--- src/rtl/ex_mem_if.sv ---
// Execute-to-memory stage bus: execute-side beat (in_*) and memory-side head (out_*).
// The stage uses the slave modport; its environment uses master.
interface ex_mem_if #(
  parameter int DATA_W     = 64,
  parameter int REG_ADDR_W = 5
);
  logic                  in_valid;
  logic                  in_ready;
  logic [DATA_W-1:0]     in_result;
  logic [DATA_W-1:0]     in_remainder;
  logic                  in_zero;
  logic                  in_ovf;
  logic [3:0]            in_alu_ctrl;
  logic [REG_ADDR_W-1:0] in_rd;
  logic                  in_reg_write;

  logic                  out_valid;
  logic                  out_ready;
  logic [DATA_W-1:0]     out_result;
  logic [DATA_W-1:0]     out_remainder;
  logic                  out_zero;
  logic                  out_ovf;
  logic [REG_ADDR_W-1:0] out_rd;
  logic                  out_reg_write;
  logic                  out_rem_write;

  modport master (
    output in_valid, in_result, in_remainder, in_zero, in_ovf, in_alu_ctrl, in_rd, in_reg_write,
    input  in_ready,
    input  out_valid, out_result, out_remainder, out_zero, out_ovf, out_rd, out_reg_write, out_rem_write,
    output out_ready
  );

  modport slave (
    input  in_valid, in_result, in_remainder, in_zero, in_ovf, in_alu_ctrl, in_rd, in_reg_write,
    output in_ready,
    output out_valid, out_result, out_remainder, out_zero, out_ovf, out_rd, out_reg_write, out_rem_write,
    input  out_ready
  );
endinterface

--- src/rtl/ex_mem_stage.sv ---
// EX/MEM pipeline stage with flush and saturating overflow-event counter.
// EX_MEM_SKID_EN: 2-entry skid buffer with registered in_ready; undefined: single register.
module ex_mem_stage #(
  parameter int DATA_W     = 64,
  parameter int REG_ADDR_W = 5,
  parameter int CNT_W      = 8
) (
  input  logic             clk,
  input  logic             rst_n,
  ex_mem_if.slave          bus,
  input  logic             flush,
  input  logic             ovf_clear,
  output logic [CNT_W-1:0] ovf_count
);

  typedef enum logic [1:0] {EMPTY, ONE, FULL} state_t;

  typedef struct packed {
    logic [DATA_W-1:0]     result;
    logic [DATA_W-1:0]     remainder;
    logic                  zero;
    logic                  ovf;
    logic [REG_ADDR_W-1:0] rd;
    logic                  reg_write;
    logic                  rem_write;
  } beat_t;

  state_t state;
  beat_t  beat_in;
  beat_t  head;
  logic   out_valid_q;
  logic   accept;
  logic   deq;
  logic   ctrl_ok;
`ifdef EX_MEM_SKID_EN
  beat_t  skid;
  logic   in_ready_q;
`endif

  // Unknown ALU codes become a harmless "zero, no write" beat so x never leaves the ALU.
  always_comb begin
    // NOTE: every combinational output gets a default first, so no path can infer a latch.
    beat_in    = '0;
    beat_in.rd = bus.in_rd;
    ctrl_ok    = bus.in_alu_ctrl inside {4'b0000, 4'b0001, 4'b0010, 4'b0011, 4'b0110, 4'b0111};
    if (ctrl_ok) begin
      beat_in.result    = bus.in_result;
      beat_in.remainder = bus.in_remainder;
      beat_in.zero      = bus.in_zero;
      beat_in.ovf       = bus.in_ovf;
      beat_in.reg_write = bus.in_reg_write;
      beat_in.rem_write = (bus.in_alu_ctrl == 4'b0011) && bus.in_reg_write;
    end else begin
      beat_in.zero = 1'b1;
    end
  end

`ifdef EX_MEM_SKID_EN
  assign bus.in_ready = in_ready_q;
`else
  assign bus.in_ready = bus.out_ready | ~out_valid_q;
`endif

  assign accept = bus.in_valid & bus.in_ready;
  assign deq    = out_valid_q & bus.out_ready;

  always_ff @(posedge clk or negedge rst_n) begin
    if (!rst_n) begin
      // NOTE: payload registers are reset too, because the outputs must read 0 out of reset.
      state       <= EMPTY;
      out_valid_q <= 1'b0;
      head        <= '0;
`ifdef EX_MEM_SKID_EN
      skid        <= '0;
      in_ready_q  <= 1'b1;
`endif
    end else if (flush) begin
      state       <= EMPTY;
      out_valid_q <= 1'b0;
`ifdef EX_MEM_SKID_EN
      in_ready_q  <= 1'b1;
`endif
    end else begin
      case (state)
        EMPTY: if (accept) begin
          head        <= beat_in;
          state       <= ONE;
          out_valid_q <= 1'b1;
        end
        ONE: begin
          if (accept && deq) begin
            head <= beat_in;
`ifdef EX_MEM_SKID_EN
          end else if (accept) begin
            skid       <= beat_in;
            state      <= FULL;
            in_ready_q <= 1'b0;
`endif
          end else if (deq) begin
            state       <= EMPTY;
            out_valid_q <= 1'b0;
          end
        end
`ifdef EX_MEM_SKID_EN
        FULL: if (deq) begin
          head       <= skid;
          state      <= ONE;
          in_ready_q <= 1'b1;
        end
`endif
        default: begin
          state       <= EMPTY;
          out_valid_q <= 1'b0;
        end
      endcase
    end
  end

  assign bus.out_valid     = out_valid_q;
  assign bus.out_result    = head.result;
  assign bus.out_remainder = head.remainder;
  assign bus.out_zero      = head.zero;
  assign bus.out_ovf       = head.ovf;
  assign bus.out_rd        = head.rd;
  assign bus.out_reg_write = head.reg_write;
  assign bus.out_rem_write = head.rem_write;

  // Counts raw in_ovf of accepted beats; a flushed beat never counts, clear wins over increment.
  always_ff @(posedge clk or negedge rst_n) begin
    if (!rst_n) begin
      ovf_count <= '0;
    end else if (ovf_clear) begin
      ovf_count <= '0;
    end else if (accept && bus.in_ovf && !flush && (ovf_count != '1)) begin
      ovf_count <= ovf_count + 1'b1;
    end
  end

endmodule

--- src/flat_wrapper.sv ---
// flat-port wrapper written by rule: the top's interface ports become plain ports
module ex_mem_stage_flat 
#(
  parameter int DATA_W     = 64,
  parameter int REG_ADDR_W = 5,
  parameter int CNT_W      = 8
)
  (clk, rst_n, flush, ovf_clear, ovf_count, bus_in_valid, bus_in_result, bus_in_remainder, bus_in_zero, bus_in_ovf, bus_in_alu_ctrl, bus_in_rd, bus_in_reg_write, bus_in_ready, bus_out_valid, bus_out_result, bus_out_remainder, bus_out_zero, bus_out_ovf, bus_out_rd, bus_out_reg_write, bus_out_rem_write, bus_out_ready);
  ex_mem_if #(.DATA_W(DATA_W), .REG_ADDR_W(REG_ADDR_W)) bus_i ();
  input  logic clk;
  input  logic rst_n;
  input  logic flush;
  input  logic ovf_clear;
  output logic [CNT_W-1:0] ovf_count;
  input wire logic [$bits(bus_i.in_valid)-1:0] bus_in_valid;
  input wire logic [$bits(bus_i.in_result)-1:0] bus_in_result;
  input wire logic [$bits(bus_i.in_remainder)-1:0] bus_in_remainder;
  input wire logic [$bits(bus_i.in_zero)-1:0] bus_in_zero;
  input wire logic [$bits(bus_i.in_ovf)-1:0] bus_in_ovf;
  input wire logic [$bits(bus_i.in_alu_ctrl)-1:0] bus_in_alu_ctrl;
  input wire logic [$bits(bus_i.in_rd)-1:0] bus_in_rd;
  input wire logic [$bits(bus_i.in_reg_write)-1:0] bus_in_reg_write;
  output wire logic [$bits(bus_i.in_ready)-1:0] bus_in_ready;
  output wire logic [$bits(bus_i.out_valid)-1:0] bus_out_valid;
  output wire logic [$bits(bus_i.out_result)-1:0] bus_out_result;
  output wire logic [$bits(bus_i.out_remainder)-1:0] bus_out_remainder;
  output wire logic [$bits(bus_i.out_zero)-1:0] bus_out_zero;
  output wire logic [$bits(bus_i.out_ovf)-1:0] bus_out_ovf;
  output wire logic [$bits(bus_i.out_rd)-1:0] bus_out_rd;
  output wire logic [$bits(bus_i.out_reg_write)-1:0] bus_out_reg_write;
  output wire logic [$bits(bus_i.out_rem_write)-1:0] bus_out_rem_write;
  input wire logic [$bits(bus_i.out_ready)-1:0] bus_out_ready;
  assign bus_i.in_valid = bus_in_valid;
  assign bus_i.in_result = bus_in_result;
  assign bus_i.in_remainder = bus_in_remainder;
  assign bus_i.in_zero = bus_in_zero;
  assign bus_i.in_ovf = bus_in_ovf;
  assign bus_i.in_alu_ctrl = bus_in_alu_ctrl;
  assign bus_i.in_rd = bus_in_rd;
  assign bus_i.in_reg_write = bus_in_reg_write;
  assign bus_in_ready = bus_i.in_ready;
  assign bus_out_valid = bus_i.out_valid;
  assign bus_out_result = bus_i.out_result;
  assign bus_out_remainder = bus_i.out_remainder;
  assign bus_out_zero = bus_i.out_zero;
  assign bus_out_ovf = bus_i.out_ovf;
  assign bus_out_rd = bus_i.out_rd;
  assign bus_out_reg_write = bus_i.out_reg_write;
  assign bus_out_rem_write = bus_i.out_rem_write;
  assign bus_i.out_ready = bus_out_ready;
  ex_mem_stage #(.DATA_W(DATA_W), .REG_ADDR_W(REG_ADDR_W), .CNT_W(CNT_W)) u_core (.clk(clk), .rst_n(rst_n), .bus(bus_i), .flush(flush), .ovf_clear(ovf_clear), .ovf_count(ovf_count));
endmodule
--- config.mk ---
export PLATFORM = sky130hd
export DESIGN_NAME = ex_mem_stage_flat
export DESIGN_NICKNAME = d
export VERILOG_FILES = /design/src/rtl/ex_mem_if.sv /design/src/rtl/ex_mem_stage.sv /design/src/flat_wrapper.sv
export SDC_FILE = /design/constraint.sdc
export NUM_CORES = 1
export LEC_CHECK = 0
export BUFFER_PORTS_ARGS = -buffer_cell sky130_fd_sc_hd__buf_2
export CORE_AREA = 2 2 112 114
export CTS_CLUSTER_SIZE = 30
export DETAILED_ROUTE_END_ITERATION = 12
export DIE_AREA = 0 0 114 116
export PLACE_DENSITY = 0.83
export RECOVER_POWER = 50
export SLEW_MARGIN = 0
export SYNTH_ARGS = -nofsm -noshare
export SYNTH_HDL_FRONTEND = slang
export SYNTH_SLANG_ARGS = --single-unit
--- constraint.sdc ---
create_clock -name clk -period 3.92 [get_ports clk]
set_input_delay 0.784 -clock clk [delete_from_list [all_inputs] [get_ports clk]]
set_output_delay 0.784 -clock clk [all_outputs]
set_load 0.02 [all_outputs]
After elaboration in Yosys (flattened, before gate mapping):

Cells that the tools add are included.

* register bits: 148
* bits of input ports: 146
* output and inout bits: 147
* logic and storage cells: 60

* add/subtract/negate cells: 1
* equal/unequal tests: 12
* muxes and demuxes: 19
* bitwise operators: 5
* reduce and logical (&&, ||, !) cells: 13

Operators with widths (number)
* $mux 137: 2
* $pmux 137 s2: 1
* $mux 128: 1
* $mux 8: 2
* $mux 2: 5
* $add 8x1->8 const B: 1
* $eq 4x2->1 const B: 2
* $eq 4x3->1 const B: 2
* $ne 8x8->1 const B: 1
* $mux 1: 6
* $ne 3x2->1 const B: 2
* $reduce_bool 6->1: 1
* $logic_and 1x1->1: 5
* $eq 4x1->1 const B: 1
* $logic_not 4->1: 1
* $ne 2x1->1 const B: 2
* $pmux 2 s2: 1
* $reduce_and 4->1: 1
* $reduce_bool 2->1: 2
* $ne 3x3->1 const B: 1
* $reduce_and 3->1: 1
* $and 1x1->1: 2
* $eq 2x1->1 const B: 1
* $logic_not 2->1: 1
* other kinds (4): 5

Depth between registers and ports, before layout:

Gate-level depths: netlist (run 1).

* word-level depth: 8
* depth in mapped cells: 7
* depth with buffers taken out: 5

Least setup slack after synthesis (run 1):

No wires, ideal clock.

* path type: in2reg
* from: in bus_out_ready
* to: reg u_core.head (netlist bit u_core.bus.out_remainder[0])
* library setup time: 0.066 ns
* arrival: 1.809 ns
* data required time: 3.854 ns
* slack: 2.046 ns
* stages on the path: 6
* path buffers: 2
* cell sequence: nor2b_2 -> inv_2 -> nand2_1 -> buf_2 -> buf_1 -> a22o_1

* word-level cells in the longest chain between the ends: 5
* elaborated cells on any way between the ends: 7
* those cells by class: 2 x eq/ne; 3 x bitwise; 2 x reduce/logical

Ends and longest elaborated chain
* from (decl): line flat_wrapper.sv:32 `input wire logic [$bits(bus_i.out_ready)-1:0] bus_out_ready;`
* $or 1x1->1 (*): line ex_mem_stage.sv:61 `assign bus.in_ready = bus.out_ready | ~out_valid_q;`
* named net bus_in_ready: line flat_wrapper.sv:23 `output wire logic [$bits(bus_i.in_ready)-1:0] bus_in_ready;`
* $and 1x1->1 (*): line ex_mem_stage.sv:64 `assign accept = bus.in_valid & bus.in_ready;`
* $logic_and 1x1->1: line ex_mem_stage.sv:91 `if (accept && deq) begin`
* $ne 2x1->1 (no line)
* $reduce_and 4->1 (no line) (*)
* to (signal assigned): line ex_mem_stage.sv:86 `head <= beat_in;`
* to (signal assigned): line ex_mem_stage.sv:92 `head <= beat_in;`
* to (decl): line ex_mem_stage.sv:30 `beat_t head;`

The timed path passes the listed nets; every way through them passes the cells marked *.
A chain may end at the register's enable or synchronous reset.

Worst setup path after layout (run 1):

* from: in bus_out_ready
* to: reg u_core.head (netlist bit u_core.bus.out_remainder[39])

* word-level cells in the longest chain between the ends: 5
* elaborated cells on any way between the ends: 7
* those cells by class: 2 x eq/ne; 3 x bitwise; 2 x reduce/logical

Ends and longest elaborated chain (line)
* $or 1x1->1: ex_mem_stage.sv:61
* $and 1x1->1: ex_mem_stage.sv:64
* $logic_and 1x1->1: ex_mem_stage.sv:91
* $ne 2x1->1 (no line)
* $reduce_and 4->1 (no line) (*)

Mark *: on every way between the ends. The rest lies on a longest branch, timed or not.

==> summary.md, run 1 <==
| Metric | Value |
|---|---|
| Status | finished, violations left |
| Failing checks | capacitance limit, slew limit |
| P_sw | about 1.1 mW |
| Final Slew Violations | 83 |
| Adder-cell share of the synthesized area | less than 1% |
| Min Clock Period, post-route | approximately 2600 ps |
| Mapped Avg Cell Area | 14.0 µm² |
| Clock power frac | 40.9% |
| RSZ-0062 raised after global routing | no |
| CTS tree | built |
| Synth warn | 0 |
| Max-Cap Viols | 1 |
| Longest Clk Path Bufs | 2 |
| Reg clk slew, reported paths | 60 ps |
| Post-detail-place hpwl | about 10,000 µm |
| Total track usage | 21.8% |
| Reg area | 3650 µm² |
| GPL Wtd Cong | approximately 0.9 |
| Post-synthesis mux area share | 0% |
| Vias in the first global route | around 4,400 |
| Post-route core utilization | approximately 62% |
| Ports | 293 |
| Post-synth net total | roughly 530 |
| Die W | 114 µm |
| Area of the multi-input gates | around 1500 µm² |
| Max VDD drop | about 0.00029 V |
| Reg2reg setup slack | roughly 1400 ps |
| Clock Latency Late Sink | 410 ps |
| Clock Root Buffer | clkbuf_16 |
| Power share of the combinational group | 16.1% |
| P&R area growth vs syn | 38.8% |
| Switching portion of total power | between 20% and 30% |
| Largest family of logic cells by synthesized area | compound AO/OA/AOI/OAI gates |
| Synth area leaders | dfrtp_1 68%, a22o_1 21%, buf_4 1.4% |
| Die area | 13,200 µm² |
| H-tree depth | 4 |
| Post-CTS resize count | 0 |
| Syn Inst Count | roughly 380 |
| First-pass GRT wire length | between 20,000 and 25,000 µm |
| Worst Setup SP | bus_out_ready |
| Final-layout fill cell count | 926 |
| Post-synthesis compound-gate area fraction | 23.0% |
| Worst Setup Start Kind | input port |
| Hold Path End | u_core.bus.out_rd[0] |
| Num CTS Buffers | 17 |
| Unique cell type count in the Yosys netlist | 29 |
| Post-route DRC | 0 |
| Sequential share of power | a little over two fifths |
| Max Fclk | 388 MHz |
| Initial antenna violation count | 2 |
| Hold_ws | 479 ps |
| Setup-failing EPs final | 0 |
| Slew headroom | -35.8% |
| Largest area contributor in the netlist | dfrtp_1 |
| Remaining global-route overflow | 0 |
| Initial Utilization | around 45% |
| DRT Pass-1 Iters | 4 |
| Share of layout cells above drive strength 1 | 38.9% |
| Worst Path Arrival | roughly 2900 ps |
| Post-layout nets | 812 |
| RR Startpoint | u_core.state[0] |
| WL per Instance | about 18 µm |
| PD cells | 549 nW/µm² |
| Final Hold Fails | 0 |
| Crit. End Element | register |
| Simple-gate share of the synthesized area | approximately 4.9% |
| Port bufs | 292 |
| Worst slew pin tran | 2040 ps |
| Vias/cell | about 5.4 |
| Flops & latches, synth | ~150 |
| CTS Hold Bufs | 0 |
| Worst endpoint required time | 4260 ps |
| Hold crit path type | register to register |
| Hold wc startpoint | u_core.bus.out_rd[0] |
| Pint | around 3.0 mW |
| Leak | ~3.9 nW |
| Largest net degree at the start of global routing | 95 |
| Clock Sinks | around 150 |
| Routed wire length | roughly 15,000 µm |
| Via count | roughly 4,500 |
| Worst-path maximum fanout | 94 |
| Fin crit share | 65.7% |
| Cell area after synthesis | around 5300 µm² |
| Final setup skew | slightly above 4 ps |
| Sequential area share after synthesis | 68.4% |
| Post-CTS Setup Bufs | 0 |
| Core area | around 12,000 µm² |
| FP Rows | 40 |
| DRT iter0 DRCs | 331 |
| Final TNS setup | 0 ps |
| Hold Crit Depth | 2 |
| Synth top area share | around two thirds |
| Terminus of the critical flop-to-flop path | u_core.bus.out_remainder[39] |
| Post-route ant nets | 0 |
| Worst reg-to-reg path cell count | 5 |
| XOR/XNOR share of the synthesized area | 0% |
| Die H | between 100 and 150 µm |
| Critical setup path kind | input port to register |
through the flow:
stage          std cells  power, mW  setup slack (ps)  area (µm²)
2_1_floorplan        381       2.14              2050        5340
3_3_place_gp         793       2.43              1220        6890
3_5_place_dp         793       2.45              1150        6890
4_1_cts              825       4.13              1540        7500
5_1_grt              826       4.24              1180        7410
6_report             827       4.07              1340        7410
cells in the final DEF, fill, tap and decap left out, types with 4 or more instances in the layout:
| cell | instances |
|---|---|
| o21ai_0 | 5 |
| clkbuf_1 | 66 |
| nor2_1 | 8 |
| clkinv_2 | 5 |
| inv_1 | 6 |
| buf_2 | 226 |
| a21oi_1 | 6 |
| nand3_1 | 4 |
| dfrtp_1 | 146 |
| clkbuf_8 | 4 |
| nand2_1 | 17 |
| clkbuf_16 | 17 |
| a22o_1 | 130 |
critical path, cell delays in order:
cell and delay (ps):
clkbuf_1 80, nor2b_1 260, inv_1 160, nand2_4 400, buf_4 810, a22o_1 310
cell type report:
class / instances / share of cell area (%)
tap: 147 / 2.48
multi-input combinational: 198 / 20.4
antenna: 2 / 0.0675
inverter: 6 / 0.304
clock buffer: 22 / 6.53
sequential: 146 / 49.3
clock inverter: 10 / 1.76
timing repair buffer: 296 / 19.2
Yosys cell counts, drive strengths merged:
| cell | number |
|---|---|
| nor4 | 3 |
| dfrtp | 146 |
| clkbuf | 10 |
| nand4 | 3 |
| nor2b | 3 |
| nand3 | 4 |
| nand3b | 1 |
| and2b | 1 |
| or4 | 2 |
| nor3 | 4 |
| and3 | 1 |
| o21ai | 5 |
| or3 | 2 |
| nand2 | 18 |
| a211oi | 3 |
| nand2b | 1 |
| o31ai | 2 |
| buf | 21 |
| inv | 6 |
| a22o | 130 |
| nor2 | 8 |
| a21oi | 6 |
| ha | 1 |
worst max path at each step:
stage | end | slack (ps) | cells past startpoint
floorplan | u_core.bus.out_remainder[0] | 2050 | 6
global placement | u_core.bus.out_remainder[44] | 1220 | 6
detailed placement | u_core.bus.out_remainder[55] | 1150 | 6
CTS | u_core.bus.out_remainder[39] | 1540 | 6
global route | u_core.bus.out_remainder[39] | 1180 | 6
finish | u_core.bus.out_remainder[39] | 1340 | 6
state kept, by name, summed over array words and instances, names as in the netlist:
signal / flops
u_core.bus.out_zero: 1
u_core.bus.out_rem_write: 1
u_core.bus.out_remainder: 64
u_core.state: 1
u_core.bus.out_result: 64
u_core.bus.out_ovf: 1
u_core.bus.out_reg_write: 1
u_core.ovf_count: 8
u_core.bus.out_rd: 5
power groups by stage:
stage               Sequential [mW]  Combinational [mW]  Clock [mW]
floorplan                      1.96               0.179           0
global placement               1.76               0.664           0
detailed placement             1.77               0.682           0
CTS                            1.75               0.683        1.69
global route                   1.77               0.700        1.77
finish                         1.75               0.654        1.67
metal layers:
metal	vias up	share of wire, %	global-route usage, %
met2	216	51	36.3
met1	2188	40	26.3
li1	2018	-	-
met3	28	7.0	6.54
met5	-	0	0
met4	0	2.2	9.76
kinds of logic after synthesis:
kind of cell    count (synthesis)
compound gates                146
fa+ha+maj                       1
buf+inv                        37
flops                         146
simple gates                   51
Note: power is estimated with default switching activity, not from simulation.
==> inputs of run 2 (changes only) <==
Settings changed: ABC_AREA set to 1, CORE_AREA 2 2 112 114 to not set, CORE_UTILIZATION set to 46, DIE_AREA 0 0 114 116 to not set.
Clock period 3.92 ns to 2.7 ns, I/O delays scaled along.
==> summary.md, run 2 <==
| Metric | Value |
|---|---|
| Flops & latches, synth | approximately 150 |
| Sequential area share after synthesis | between 60% and 70% |
| Worst-path maximum fanout | 10 |
| Clock power frac | between 30 and 40% |
| Leak | roughly 4.8 nW |
| Leading cell types by count after synthesis | 305 x nand2_1, 146 x dfrtp_1, 136 x nand3_1, 34 x buf_2, 11 x inv_1 |
| Post-layout nets | roughly 1,100 |
| Core area | about 13,000 µm² |
| Longest Clk Path Bufs | 2 |
| Total track usage | around 24% |
| Final TNS setup | 0 ps |
| Unique cell type count in the Yosys netlist | 22 |
| Worst reg-to-reg path cell count | 7 |
| Slowest stage delay, CP | around 460 ps |
| Post-route ant nets | 0 |
| Initial Utilization | 47.3% |
| Vias in the first global route | approximately 5,200 |
| Post-CTS resize count | 0 |
| DRT iter0 DRCs | between 400 and 500 |
| Hold Path End | u_core.state[0] |
| Slew headroom | under 10% |
| Ports | 293 |
| Crit. End Element | register |
| Most frequent cells in the layout | 307 x nand2_1, 249 x buf_2, 146 x dfrtp_1 |
| Cell area after synthesis | slightly below 6000 µm² |
| Pint | 4.19 mW |
| CTS tree | built |
| Die area | between 10,000 and 15,000 µm² |
| Worst Setup Start Kind | register |
| Post-synth net total | just over 800 |
| Hold wc startpoint | flush |
| Hold crit path type | input port to register |
| Share of layout cells above drive strength 1 | 30.4% |
| First-pass GRT wire length | about 25,000 µm |
| Post-route cell area | between 8000 and 9000 µm² |
| RR Startpoint | u_core.ovf_count[0] |
| Dominant synthesized flop cell | dfrtp_1 |
| Post-CTS Setup Bufs | 0 |
| Hold Crit Depth | 2 |
| Max VDD drop | just under 0.0006 V |
| Cell Area, Placed | approximately 7500 µm² |
| Initial antenna violation count | 1 |
| Setup-failing EPs final | 0 |
| Max-Cap Viols | 0 |
| Status | complete, no violations |
| Clock Root Buffer | clkbuf_16 |
| Min Clock Period, post-route | 1860 ps |
| Synth top area share | 61.3% |
| Vias/cell | roughly 5.0 |
| Most common cell after layout, fill and taps aside | nand2_1 |
| Synth warn | 0 |
| Post-route core utilization | between 60% and 70% |
| WL per Instance | between 10 and 15 µm |
| Post-detail-place hpwl | ~11,000 µm |
| Sequential share of power | roughly 43% |
| Routed wire length | around 16,000 µm |
| Syn Inst Count | a little under 700 |
| Worst slew pin tran | ~1500 ps |
| DRT Pass-1 Iters | 5 |
| Final Slew Violations | 0 |
| Reg clk slew, reported paths | around 60 ps |
| Max Fclk | ~540 MHz |
| Critical setup path kind | register to register |
| Largest net degree at the start of global routing | approximately 140 |
| Synth area leaders | dfrtp_1 61%, nand2_1 19%, nand3_1 11% |
| PD cells | around 730 nW/µm² |
| Terminus of the critical flop-to-flop path | u_core.ovf_count[6] |
| Die H | roughly 120 µm |
| Worst endpoint required time | 3010 ps |
| Post-synth EDFFs | 0 |
| CP Cell Sequence | ha_1 > nand3_1 > nor2_2 > nor2_1 > nor2_1 > nand2_1 > nand2_1 |
| FP Rows | 41 |
| Port bufs | a little under 300 |
| Die W | approximately 120 µm |
| RSZ-0062 raised after global routing | no |
| Clock Sinks | approximately 150 |
| Remaining global-route overflow | 0 |
| H-tree depth | 4 |
| Mapped Avg Cell Area | a little under 9 µm² |
| Largest area contributor in the netlist | dfrtp_1 |
| Critical-path top delay cell | nor2_1 |
| Reg area | ~3700 µm² |
| CTS Hold Bufs | 0 |
| Power share of the combinational group | between 10% and 20% |
| Num CTS Buffers | 17 |
| Clock Latency Late Sink | between 400 and 500 ps |
| Final setup skew | roughly 8.9 ps |
| Hold_ws | between 300 and 400 ps |
| Area of the multi-input gates | roughly 2000 µm² |
| Final-layout fill cell count | roughly 1,100 |
| Asr flop ratio synth | between 90% and 100% |
| Worst Path Arrival | roughly 2200 ps |
| Reg2reg setup slack | 840 ps |
| P&R area growth vs syn | 34.7% |
| GPL Wtd Cong | 0.860 |
| P_sw | around 1.7 mW |
| Final Hold Fails | 0 |
| Fin crit share | approximately 70% |
| Switching portion of total power | between 20% and 30% |
| Via count | ~5,700 |
| Most frequent cell after synthesis | nand2_1 |
| Post-route DRC | 0 |
==> run 2: logic make-up (layout without fill, tap and decap cells) <==
group / after synthesis / count (layout) / share of synthesized area (%)
compound gates: 8 / 8 / 0.734
xor+xnor: 2 / 2 / 0.294
fa+ha+maj: 1 / 1 / 0.210
buf+inv: 56 / 346 / 5.06
flops: 146 / 146 / 61.3
other cells: 0 / 1 / 0
simple gates: 460 / 460 / 32.5
==> run 2: per-stage QoR <==
step	power, mW	cells	setup slack [ps]
2_1_floorplan	3.15	673	1310
3_3_place_gp	3.59	1103	770
3_5_place_dp	3.62	1103	724
4_1_cts	5.96	1135	1020
5_1_grt	6.15	1136	524
6_report	5.89	1136	841
==> run 2: layout make-up <==
class | count | area share [%]
clock inverter | 10 | 1.32
timing repair buffer | 301 | 19.0
inverter | 13 | 0.654
multi-input combinational | 471 | 24.8
antenna | 1 | 0.0312
tap | 172 | 2.68
clock buffer | 22 | 6.03
sequential | 146 | 45.5
==> run 2: layer usage <==
layer | up-vias | global-route usage, % | routed length [µm]
li1 | 2696 | - | -
met1 | 2718 | 29.1 | 6390
met2 | 247 | 40.5 | 8310
met3 | 39 | 7.11 | 1170
met4 | 0 | 12.1 | 401
met5 | - | 0 | 0
==> run 2: critical path, delay by kind of cell (launching register included) <==
family,cells,cell delay [ps]
and+or+nand+nor,6,1090
adders and majority gates,1,240
DFF,1,420
==> run 2: how the worst max path moves through the flow <==
stage	from	depth (start not counted)	end	slack, ps
after floorplan	u_core.ovf_count[0]	7	u_core.ovf_count[4]	1310
after global placement	bus_in_alu_ctrl[2]	7	u_core.bus.out_remainder[15]	770
after detailed placement	bus_in_alu_ctrl[2]	7	u_core.bus.out_result[48]	720
after CTS	u_core.state[0]	2	bus_in_ready	1020
after global routing	rst_n	2	u_core.bus.out_remainder[26]	520
final	u_core.ovf_count[0]	7	u_core.ovf_count[6]	840
==> run 2: power by group through the flow <==
stage | Sequential, mW | Clock, mW | Combinational [mW]
final | 2.54 | 2.33 | 1.02
after global routing | 2.56 | 2.47 | 1.12
after CTS | 2.53 | 2.37 | 1.06
after detailed placement | 2.56 | 0 | 1.06
after global placement | 2.56 | 0 | 1.04
after floorplan | 2.85 | 0 | 0.302
